<file path="src/rtl/div16_pkg.sv">
// Shared constants, state encoding and sign helpers for the 16-bit sequential divider.
package div16_pkg;

    localparam int DIV_W    = 16;
    localparam int DIV_ITER = 16;
    localparam int CNT_W    = $clog2(DIV_ITER);

    localparam logic [DIV_W-1:0] DIV_ZERO_Q = 16'hFFFF;

    typedef enum logic [1:0] {
        ST_IDLE,
        ST_CALC,
        ST_DONE
    } state_t;

    function automatic logic [DIV_W-1:0] neg16(input logic [DIV_W-1:0] v);
        return ~v + 16'd1;
    endfunction

    // 16'h8000 maps onto itself, which reads correctly as 32768 in the unsigned datapath.
    function automatic logic [DIV_W-1:0] abs16(input logic [DIV_W-1:0] v);
        return v[DIV_W-1] ? neg16(v) : v;
    endfunction

endpackage

</file>
<file path="src/rtl/add16.sv">
// 16-bit two-level carry-lookahead adder: 4-bit groups with group generate/propagate outputs.
module add16 (
    input  logic [15:0] a,
    input  logic [15:0] b,
    input  logic        c_in,
    output logic [15:0] sum,
    output logic        c_out,
    output logic        gm,
    output logic        pm
);

    logic [15:0] g;
    logic [15:0] p;
    logic [3:0]  gg;
    logic [3:0]  pp;
    logic [3:0]  gc;
    logic        cy;

    // NOTE: every variable driven here gets a value on every pass, so no latch is inferred.
    always_comb begin
        g = a & b;
        p = a ^ b;
        for (int k = 0; k < 4; k++) begin
            gg[k] = g[4*k+3]
                  | (p[4*k+3] & g[4*k+2])
                  | (p[4*k+3] & p[4*k+2] & g[4*k+1])
                  | (p[4*k+3] & p[4*k+2] & p[4*k+1] & g[4*k]);
            pp[k] = &p[4*k +: 4];
        end

        gc[0] = c_in;
        gc[1] = gg[0] | (pp[0] & c_in);
        gc[2] = gg[1] | (pp[1] & gg[0]) | (pp[1] & pp[0] & c_in);
        gc[3] = gg[2] | (pp[2] & gg[1]) | (pp[2] & pp[1] & gg[0])
              | (pp[2] & pp[1] & pp[0] & c_in);
        gm    = gg[3] | (pp[3] & gg[2]) | (pp[3] & pp[2] & gg[1])
              | (pp[3] & pp[2] & pp[1] & gg[0]);
        pm    = &pp;
        c_out = gm | (pm & c_in);

        // Within a group the carry ripples from the lookahead group carry.
        cy = 1'b0;
        for (int k = 0; k < 4; k++) begin
            cy = gc[k];
            for (int j = 0; j < 4; j++) begin
                sum[4*k+j] = p[4*k+j] ^ cy;
                cy         = g[4*k+j] | (p[4*k+j] & cy);
            end
        end
    end

endmodule

</file>
<file path="src/rtl/div16_seq.sv">
// Sequential 16-bit restoring divider, one quotient bit per clock via a shared lookahead adder.
// Optional two's-complement operation is enabled by defining DIV16_SIGNED_EN.
module div16_seq
    import div16_pkg::*;
(
    input  logic             clk,
    input  logic             rst,
    input  logic             start,
    input  logic [DIV_W-1:0] dividend,
    input  logic [DIV_W-1:0] divisor,
    output logic             busy,
    output logic             done,
    output logic [DIV_W-1:0] quotient,
    output logic [DIV_W-1:0] remainder,
    output logic             div_zero
);

    state_t           state, next_state;
    logic [CNT_W-1:0] cnt;
    logic [DIV_W-1:0] r_reg, q_reg, d_reg;
    logic [DIV_W-1:0] quot_reg, rem_reg;
    logic             dz_reg;

    logic             accept_calc, accept_zero, last_step;
    logic [DIV_W:0]   shifted;
    logic [DIV_W-1:0] trial;
    logic             carry_out, success;
    logic [DIV_W-1:0] r_next, q_next, q_final, r_final;
    logic             unused_gm, unused_pm;

`ifdef DIV16_SIGNED_EN
    logic             neg_q, neg_r;
`endif

    always_comb begin
        next_state  = state;
        accept_calc = 1'b0;
        accept_zero = 1'b0;
        last_step   = 1'b0;
        case (state)
            ST_IDLE: begin
                if (start) begin
                    if (divisor == '0) begin
                        accept_zero = 1'b1;
                        next_state  = ST_DONE;
                    end else begin
                        accept_calc = 1'b1;
                        next_state  = ST_CALC;
                    end
                end
            end
            ST_CALC: begin
                if (cnt == '0) begin
                    last_step  = 1'b1;
                    next_state = ST_DONE;
                end
            end
            ST_DONE:  next_state = ST_IDLE;
            default:  next_state = ST_IDLE;
        endcase
    end

    // NOTE: sequential state uses non-blocking assignments so every register samples pre-edge values.
    always_ff @(posedge clk) begin
        if (rst) state <= ST_IDLE;
        else     state <= next_state;
    end

    // Trial subtraction R - D as R + ~D + 1; the 17th shifted bit forces success.
    add16 u_trial (
        .a     (shifted[DIV_W-1:0]),
        .b     (~d_reg),
        .c_in  (1'b1),
        .sum   (trial),
        .c_out (carry_out),
        .gm    (unused_gm),
        .pm    (unused_pm)
    );

    always_comb begin
        shifted = {r_reg, q_reg[DIV_W-1]};
        success = shifted[DIV_W] | carry_out;
        r_next  = success ? trial : shifted[DIV_W-1:0];
        q_next  = {q_reg[DIV_W-2:0], success};
`ifdef DIV16_SIGNED_EN
        q_final = neg_q ? neg16(q_next) : q_next;
        r_final = neg_r ? neg16(r_next) : r_next;
`else
        q_final = q_next;
        r_final = r_next;
`endif
    end

    always_ff @(posedge clk) begin
        if (rst) begin
            cnt      <= '0;
            r_reg    <= '0;
            q_reg    <= '0;
            d_reg    <= '0;
            quot_reg <= '0;
            rem_reg  <= '0;
            dz_reg   <= 1'b0;
`ifdef DIV16_SIGNED_EN
            neg_q    <= 1'b0;
            neg_r    <= 1'b0;
`endif
        end else begin
            if (accept_calc) begin
                r_reg <= '0;
                cnt   <= CNT_W'(DIV_ITER - 1);
`ifdef DIV16_SIGNED_EN
                q_reg <= abs16(dividend);
                d_reg <= abs16(divisor);
                neg_q <= dividend[DIV_W-1] ^ divisor[DIV_W-1];
                neg_r <= dividend[DIV_W-1];
`else
                q_reg <= dividend;
                d_reg <= divisor;
`endif
            end else if (state == ST_CALC) begin
                r_reg <= r_next;
                q_reg <= q_next;
                if (last_step) begin
                    quot_reg <= q_final;
                    rem_reg  <= r_final;
                    dz_reg   <= 1'b0;
                end else begin
                    cnt <= cnt - CNT_W'(1);
                end
            end

            if (accept_zero) begin
                quot_reg <= DIV_ZERO_Q;
                rem_reg  <= dividend;
                dz_reg   <= 1'b1;
            end
        end
    end

    assign busy      = (state != ST_IDLE);
    assign done      = (state == ST_DONE);
    assign quotient  = quot_reg;
    assign remainder = rem_reg;
    assign div_zero  = dz_reg;

endmodule
</file>
<file path="config.mk">
export PLATFORM = sky130hd
export DESIGN_NAME = div16_seq
export DESIGN_NICKNAME = d
export VERILOG_FILES = /design/src/rtl/div16_pkg.sv /design/src/rtl/add16.sv /design/src/rtl/div16_seq.sv
export SDC_FILE = /design/constraint.sdc
export NUM_CORES = 1
export LEC_CHECK = 0
export ABC_AREA = 1
export BUFFER_PORTS_ARGS = -buffer_cell sky130_fd_sc_hd__clkbuf_2
export CAP_MARGIN = 40
export CORE_ASPECT_RATIO = 0.5
export CORE_MARGIN = 2
export CORE_UTILIZATION = 57
export CTS_BUF_LIST = sky130_fd_sc_hd__clkbuf_4 sky130_fd_sc_hd__clkbuf_8 sky130_fd_sc_hd__clkbuf_16
export DETAILED_ROUTE_END_ITERATION = 8
export HOLD_SLACK_MARGIN = 0.12
export PLACE_DENSITY = 0.82
export SYNTH_ARGS = -nofsm -noshare
export SYNTH_HDL_FRONTEND = slang
export SYNTH_SLANG_ARGS = --single-unit
</file>
<file path="constraint.sdc">
create_clock -name clk -period 3.3 [get_ports clk]
set_clock_uncertainty 0.1 [all_clocks]
set_input_delay 0.495 -clock clk [delete_from_list [all_inputs] [get_ports clk]]
set_output_delay 0.495 -clock clk [all_outputs]
set_load 0.005 [all_outputs]
</file>
Yosys cells after proc, flatten, opt, wreduce, memory -nomap -nowiden
Index checks and enable logic that the tools add are counted.
Widths: inputs -> output; s select.
- add/sub/neg operators: 1
- equal/unequal tests: 6
- muxes and demuxes: 30
- bitwise logic cells: 96
- reductions and logical operators: 16
- operator list (cell ; number):
    $mux 16 ; 11
    $and 1x1->1 ; 42
    $or 1x1->1 ; 35
    $and 16x16->16 ; 1
    $logic_not 16->1 ; 1
    $not 16->16 ; 1
    $reduce_and 16->1 ; 1
    $reduce_and 4->1 ; 4
    $xor 16x16->16 ; 1
    $xor 1x1->1 ; 15
    $mux 1 ; 12
    $mux 4 ; 3
    $reduce_bool 2->1 ; 4
    $mux 2 ; 3
    $ne 2x2->1 const B ; 3
    $logic_not 4->1 ; 1
    $pmux 2 s2 ; 1
    $reduce_and 2->1 ; 2
    $sub 4x1->4 const B ; 1
    $reduce_and 3->1 ; 1
    $eq 2x1->1 const B ; 1
    $eq 2x2->1 const B ; 1
    $logic_not 2->1 ; 1
    $ne 2x1->1 const B ; 1
    2 further kinds ; 2
- register bits after elaboration: 87
- output and inout bits: 35

Longest topological paths before layout
- word-level depth: 22
- gate-level depth with buffers: 19

Cells and area by module
A second synthesis with hierarchy kept.
- cell total of the unflattened synthesis: 691
- area, all modules: 4802.1 um2
- by module, submodules not included (module ; times used ; cells an instance ; area an instance (um2) ; sequential area each (um2)):
    div16_seq ; 1 ; 587 ; 3977.6 ; 1741.7
    add16 ; 1 ; 104 ; 824.5 ; 0.0

Worst setup path after synthesis
OpenSTA, ideal clock, no wires.
- kind: register -> register
- start point: register d_reg[7]
- end point: register r_reg[15]
- setup time: 0.109 ns
- data arrival time: 2.725 ns
- slack: 0.366 ns
- cell stages (with the launch flop): 18
- path buffers: 0
- clock period less this slack: 2.934 ns
- cells stage by stage: dfxtp_1 -> inv_1 -> ha_1 -> nand2_1 -> nor2_1 -> a21oi_1 -> nor2_1 -> nor2_1 -> fa_1 -> fa_1 -> fa_1 -> xnor2_1 -> inv_1 -> nand2_1 -> nand2_1 -> nand2_1 -> nand2_1 -> inv_1
- word-level cells in the longest chain between the ends: 18
- elaborated cells between the ends (all ways): 35
- RTL lines (element ; line ; RTL):
    from (decl) ; div16_seq.sv:20 ; logic [DIV_W-1:0] r_reg, q_reg, d_reg;
    from (signal assigned) ; div16_seq.sv:118 ; d_reg <= divisor;
    $not 16->16 * ; div16_seq.sv:72 ; .b (~d_reg),
    $xor 16x16->16 ; add16.sv:22 ; p = a ^ b;
    $and 1x1->1 (on tied branches) ; add16.sv:25, add16.sv:26, add16.sv:27 ;
    $or 1x1->1 (tied with other cells) ; add16.sv:25 ; | (p[4*k+3] & g[4*k+2])
    $or 1x1->1 or $and 1x1->1 (tied branches) ; add16.sv:26, add16.sv:27 ;
    $or 1x1->1 ; add16.sv:27 ; | (p[4*k+3] & p[4*k+2] & p[4*k+1] & g[4*k]);
    $and 1x1->1 ; add16.sv:34 ; gc[3] = gg[2] | (pp[2] & gg[1]) | (pp[2] & pp[1] & gg[0])
    $or 1x1->1 (2 in series) ; add16.sv:34 ;
    $or 1x1->1 ; add16.sv:35 ; | (pp[2] & pp[1] & pp[0] & c_in);
    $and 1x1->1 ; add16.sv:47 ; cy = g[4*k+j] | (p[4*k+j] & cy);
    $or 1x1->1 ; add16.sv:47 ;
    $and 1x1->1 ; add16.sv:47 ;
    $or 1x1->1 ; add16.sv:47 ;
    $and 1x1->1 ; add16.sv:47 ;
    $or 1x1->1 ; add16.sv:47 ;
    $xor 1x1->1 ; add16.sv:46 ; sum[4*k+j] = p[4*k+j] ^ cy;
    $mux 16 * ; div16_seq.sv:83 ; r_next = success ? trial : shifted[DIV_W-1:0];
    to (signal assigned) ; div16_seq.sv:121 ; r_reg <= r_next;
    to (decl) ; div16_seq.sv:20 ;
Mark *: on every way between the ends. The rest lies on a longest branch, timed or not.
A chain may end at the register's enable or synchronous reset.

Worst setup path in the final report
- start point: register d_reg[3]
- end point: register r_reg[15]
- word-level cells in the longest chain between the ends: 17
- elaborated cells between the ends (all ways): 29
- RTL lines (element ; line):
    $not 16->16 * ; div16_seq.sv:72
    $xor 16x16->16 ; add16.sv:22
    $and 1x1->1 (on tied branches) ; add16.sv:25, add16.sv:26, add16.sv:27
    $or 1x1->1 (tied with other cells) ; add16.sv:25
    $or 1x1->1 or $and 1x1->1 (tied branches) ; add16.sv:26, add16.sv:27
    $or 1x1->1 ; add16.sv:27
    $and 1x1->1 ; add16.sv:34
    $or 1x1->1 ; add16.sv:34
    $or 1x1->1 ; add16.sv:35
    $and 1x1->1 ; add16.sv:47
    $or 1x1->1 ; add16.sv:47
    $and 1x1->1 ; add16.sv:47
    $or 1x1->1 ; add16.sv:47
    $and 1x1->1 ; add16.sv:47
    $or 1x1->1 ; add16.sv:47
    $xor 1x1->1 ; add16.sv:46
    $mux 16 * ; div16_seq.sv:83
Marks and branches as above.

==> results.json <==
{
  "synth_warnings": 0,
  "gp_congestion": 0.861,
  "path_class": "flop to flop",
  "status": "finished, final reports clean",
  "htree_levels": 3,
  "worst_slew_pin_slew_ns": 0.661,
  "cts-hold-fix-buffers": 0,
  "cts.sinks": 87,
  "ys.flop_type": "dfxtp_1",
  "power_density_nw_per_um2": 584,
  "start_kind": "flop",
  "fin_nets": 767,
  "pre_cts_slack_ns": 0.0507,
  "rsz0062_at_grt": "no",
  "synth_seq_cells": 87,
  "firstDrtPassIters": 5,
  "fmax_mhz": 322,
  "hold_violations": 0,
  "synthXorXnorAreaFrac": 0.00921,
  "synth-compound-area-share": 0.164,
  "synthAdderAreaFrac": 0.0963,
  "hp-class": "input pin to flop",
  "fill_cells": 714,
  "cts_tree": "yes",
  "netlist_area_um2": 4750,
  "post-cts-setup-buffers": 0,
  "synth_area_leaders": "dfxtp_1, inv_1, nand2_1",
  "async_flop_share": 0,
  "crit_required_ns": 3.44,
  "stdcell_count": 819,
  "dp_hpwl_um": 8260,
  "crit_fanout": 3,
  "slew_violations": 0,
  "setup_slack_ns": 0.192,
  "dieArea_um2": 9130,
  "path_clk_slew_ns": 0.06,
  "rows": 23,
  "drt-total-wl_um": 11800,
  "drc": 0,
  "slew_headroom": 0.559,
  "synth_edf_count": 0,
  "grt_max_degree": 39,
  "yosysSeqAreaShare": 0.366,
  "synthSimpleGateAreaFrac": 0.235,
  "die_w_um": 133,
  "yosysTopAreaCell": "dfxtp_1",
  "dpl-instance-area_um2": 5170,
  "yosysUniqueCellTypes": 32,
  "yosysTopAreaCellShare": 0.366,
  "clk_latency_ns": 0.34,
  "synth_fp_nets": 707,
  "drive_gt1_frac": 0.198,
  "setup_tns_ns": 0,
  "clockRootBuffer": "clkbuf_16",
  "core_um2": 8060,
  "die_h_um": 68.6,
  "ys_top_cells_by_count": "inv_1, nand2_1, dfxtp_1",
  "cts_resized": 0,
  "grt_pass1_wl_um": 18800,
  "synthMuxAreaShare": 0,
  "p_leak_nw": 2.69,
  "setup_violations": 0,
  "dr_total_vias": 4378,
  "fin_area_um2": 5500,
  "synth_top_family_by_area": "simple AND/OR/NAND/NOR gates",
  "fin_crit_sh": 0.942,
  "avgSynthCellArea_um2": 7.40,
  "vdd_ir_drop_max_v": 0.000299,
  "io_pins": 70,
  "cap_viol_max_count": 0,
  "wl_per_cell_um": 14.5,
  "grt_pass1_vias": 3865,
  "endpoint_kind": "flop",
  "cts_made_buffers": 9,
  "final_core_util": 0.682,
  "period_minus_slack_ns": 3.11,
  "synthesis.instances": 642,
  "antenna_cells": 0,
  "yosysMostFrequentCell": "inv_1",
  "dp.cells": 803,
  "grt_overflow_total": 0,
  "clockBufferDepth": 2,
  "crit_arrival_ns": 3.24,
  "vias_per_cell": 5.35,
  "antenna_left": 0,
  "syn2layout_area_growth_pct": 15.7,
  "io_buffers": 69,
  "first_iter_violations": 414,
  "grt_antenna_before_repair": 0,
  "initial_utilization": 0.590,
  "grt_usage": 0.268
}
layer usage:
metal | global-route usage | share of wire
met4 | 0.0585 | 0.011
met5 | 0 | 0
met1 | 0.359 | 0.47
met2 | 0.452 | 0.44
met3 | 0.0629 | 0.079
critical path: stages (launching register included):
cell and delay [ns]:
dfxtp_1 0.31, inv_1 0.05, ha_1 0.32, nand2_1 0.08, nor2_1 0.09, nand2_1 0.07
nand2_2 0.11, a21oi_1 0.11, nor2_1 0.10, nor2_1 0.06, fa_2 0.35, fa_2 0.34
fa_1 0.38, xnor2_1 0.14, inv_1 0.05, nand2_1 0.06, nand2_1 0.09, nand2_1 0.05
nand2_1 0.09, inv_1 0.06
cells by family after synthesis:
kind of cell / after synthesis
xor gates and xnor gates: 5
AOI/OAI and AO/OA: 135
DFF: 87
and+or+nand+nor: 230
adders and majority gates: 30
buffers and inverters: 155
final cells by class:
| class | count | area [um2] | share of cell area |
|---|---|---|---|
| clock inverter | 7 | 80.1 | 0.0146 |
| multi-input combinational | 400 | 2420 | 0.441 |
| sequential | 87 | 1740 | 0.317 |
| timing repair buffer | 78 | 413 | 0.0751 |
| inverter | 126 | 473 | 0.0860 |
| clock buffer | 9 | 225 | 0.0410 |
| tap | 112 | 140 | 0.0255 |
final timing paths:
kind              cells after the start  slack [ns]                   from                     end
setup / recovery                     19        0.19  d_reg[3]$_SDFFE_PP0P_  r_reg[15]$_SDFFE_PP0P_
hold / removal                        3        0.35             divisor[6]   d_reg[6]$_SDFFE_PP0P_
setup reg to reg                     19        0.19  d_reg[3]$_SDFFE_PP0P_  r_reg[15]$_SDFFE_PP0P_
hold reg to reg                       2        0.37  d_reg[3]$_SDFFE_PP0P_   d_reg[3]$_SDFFE_PP0P_
cells in the final DEF, fill, tap and decap left out:
cell type   instances
o221ai_1           15
a21oi_4             1
a21oi_2             8
o21ai_1             5
nand2_4             8
clkbuf_2           69
clkinvlp_4          1
or2_2               1
inv_8               1
xor2_1              2
dfxtp_1            86
dfxtp_2             1
bufinv_16           1
clkbuf_16           9
nand3_2             9
o21ai_0            42
buf_4               9
nor2_1             43
ha_4                1
inv_1             122
fa_1                9
inv_6               1
inv_2               3
nand3_4             2
a22oi_1             1
fa_2                2
nand4_1            19
clkinv_2            1
nand2_1           107
a21oi_1            61
nor2_4              1
clkinv_1            1
xnor2_1             3
nand3_1            31
clkinv_4            2
nor2_2              5
nand2_2             4
a31oi_1             2
ha_1               18
where the power goes:
part | switching (mW) | leakage, nW | internal (mW)
Clock | 0.440 | 0.148 | 0.595
Sequential | 0.0601 | 0.712 | 1.14
Combinational | 0.628 | 1.83 | 0.348
Total | 1.13 | 2.69 | 2.08
metrics by stage:
stage | hold slack [ns] | total power, mW
detailed placement | 0.356 | 2.16
finish | 0.351 | 3.21
global route | 0.369 | 3.39
floorplan | 0.333 | 1.96
global placement | 0.345 | 2.13
CTS | 0.349 | 3.20
(Power assumes the default switching activity.)
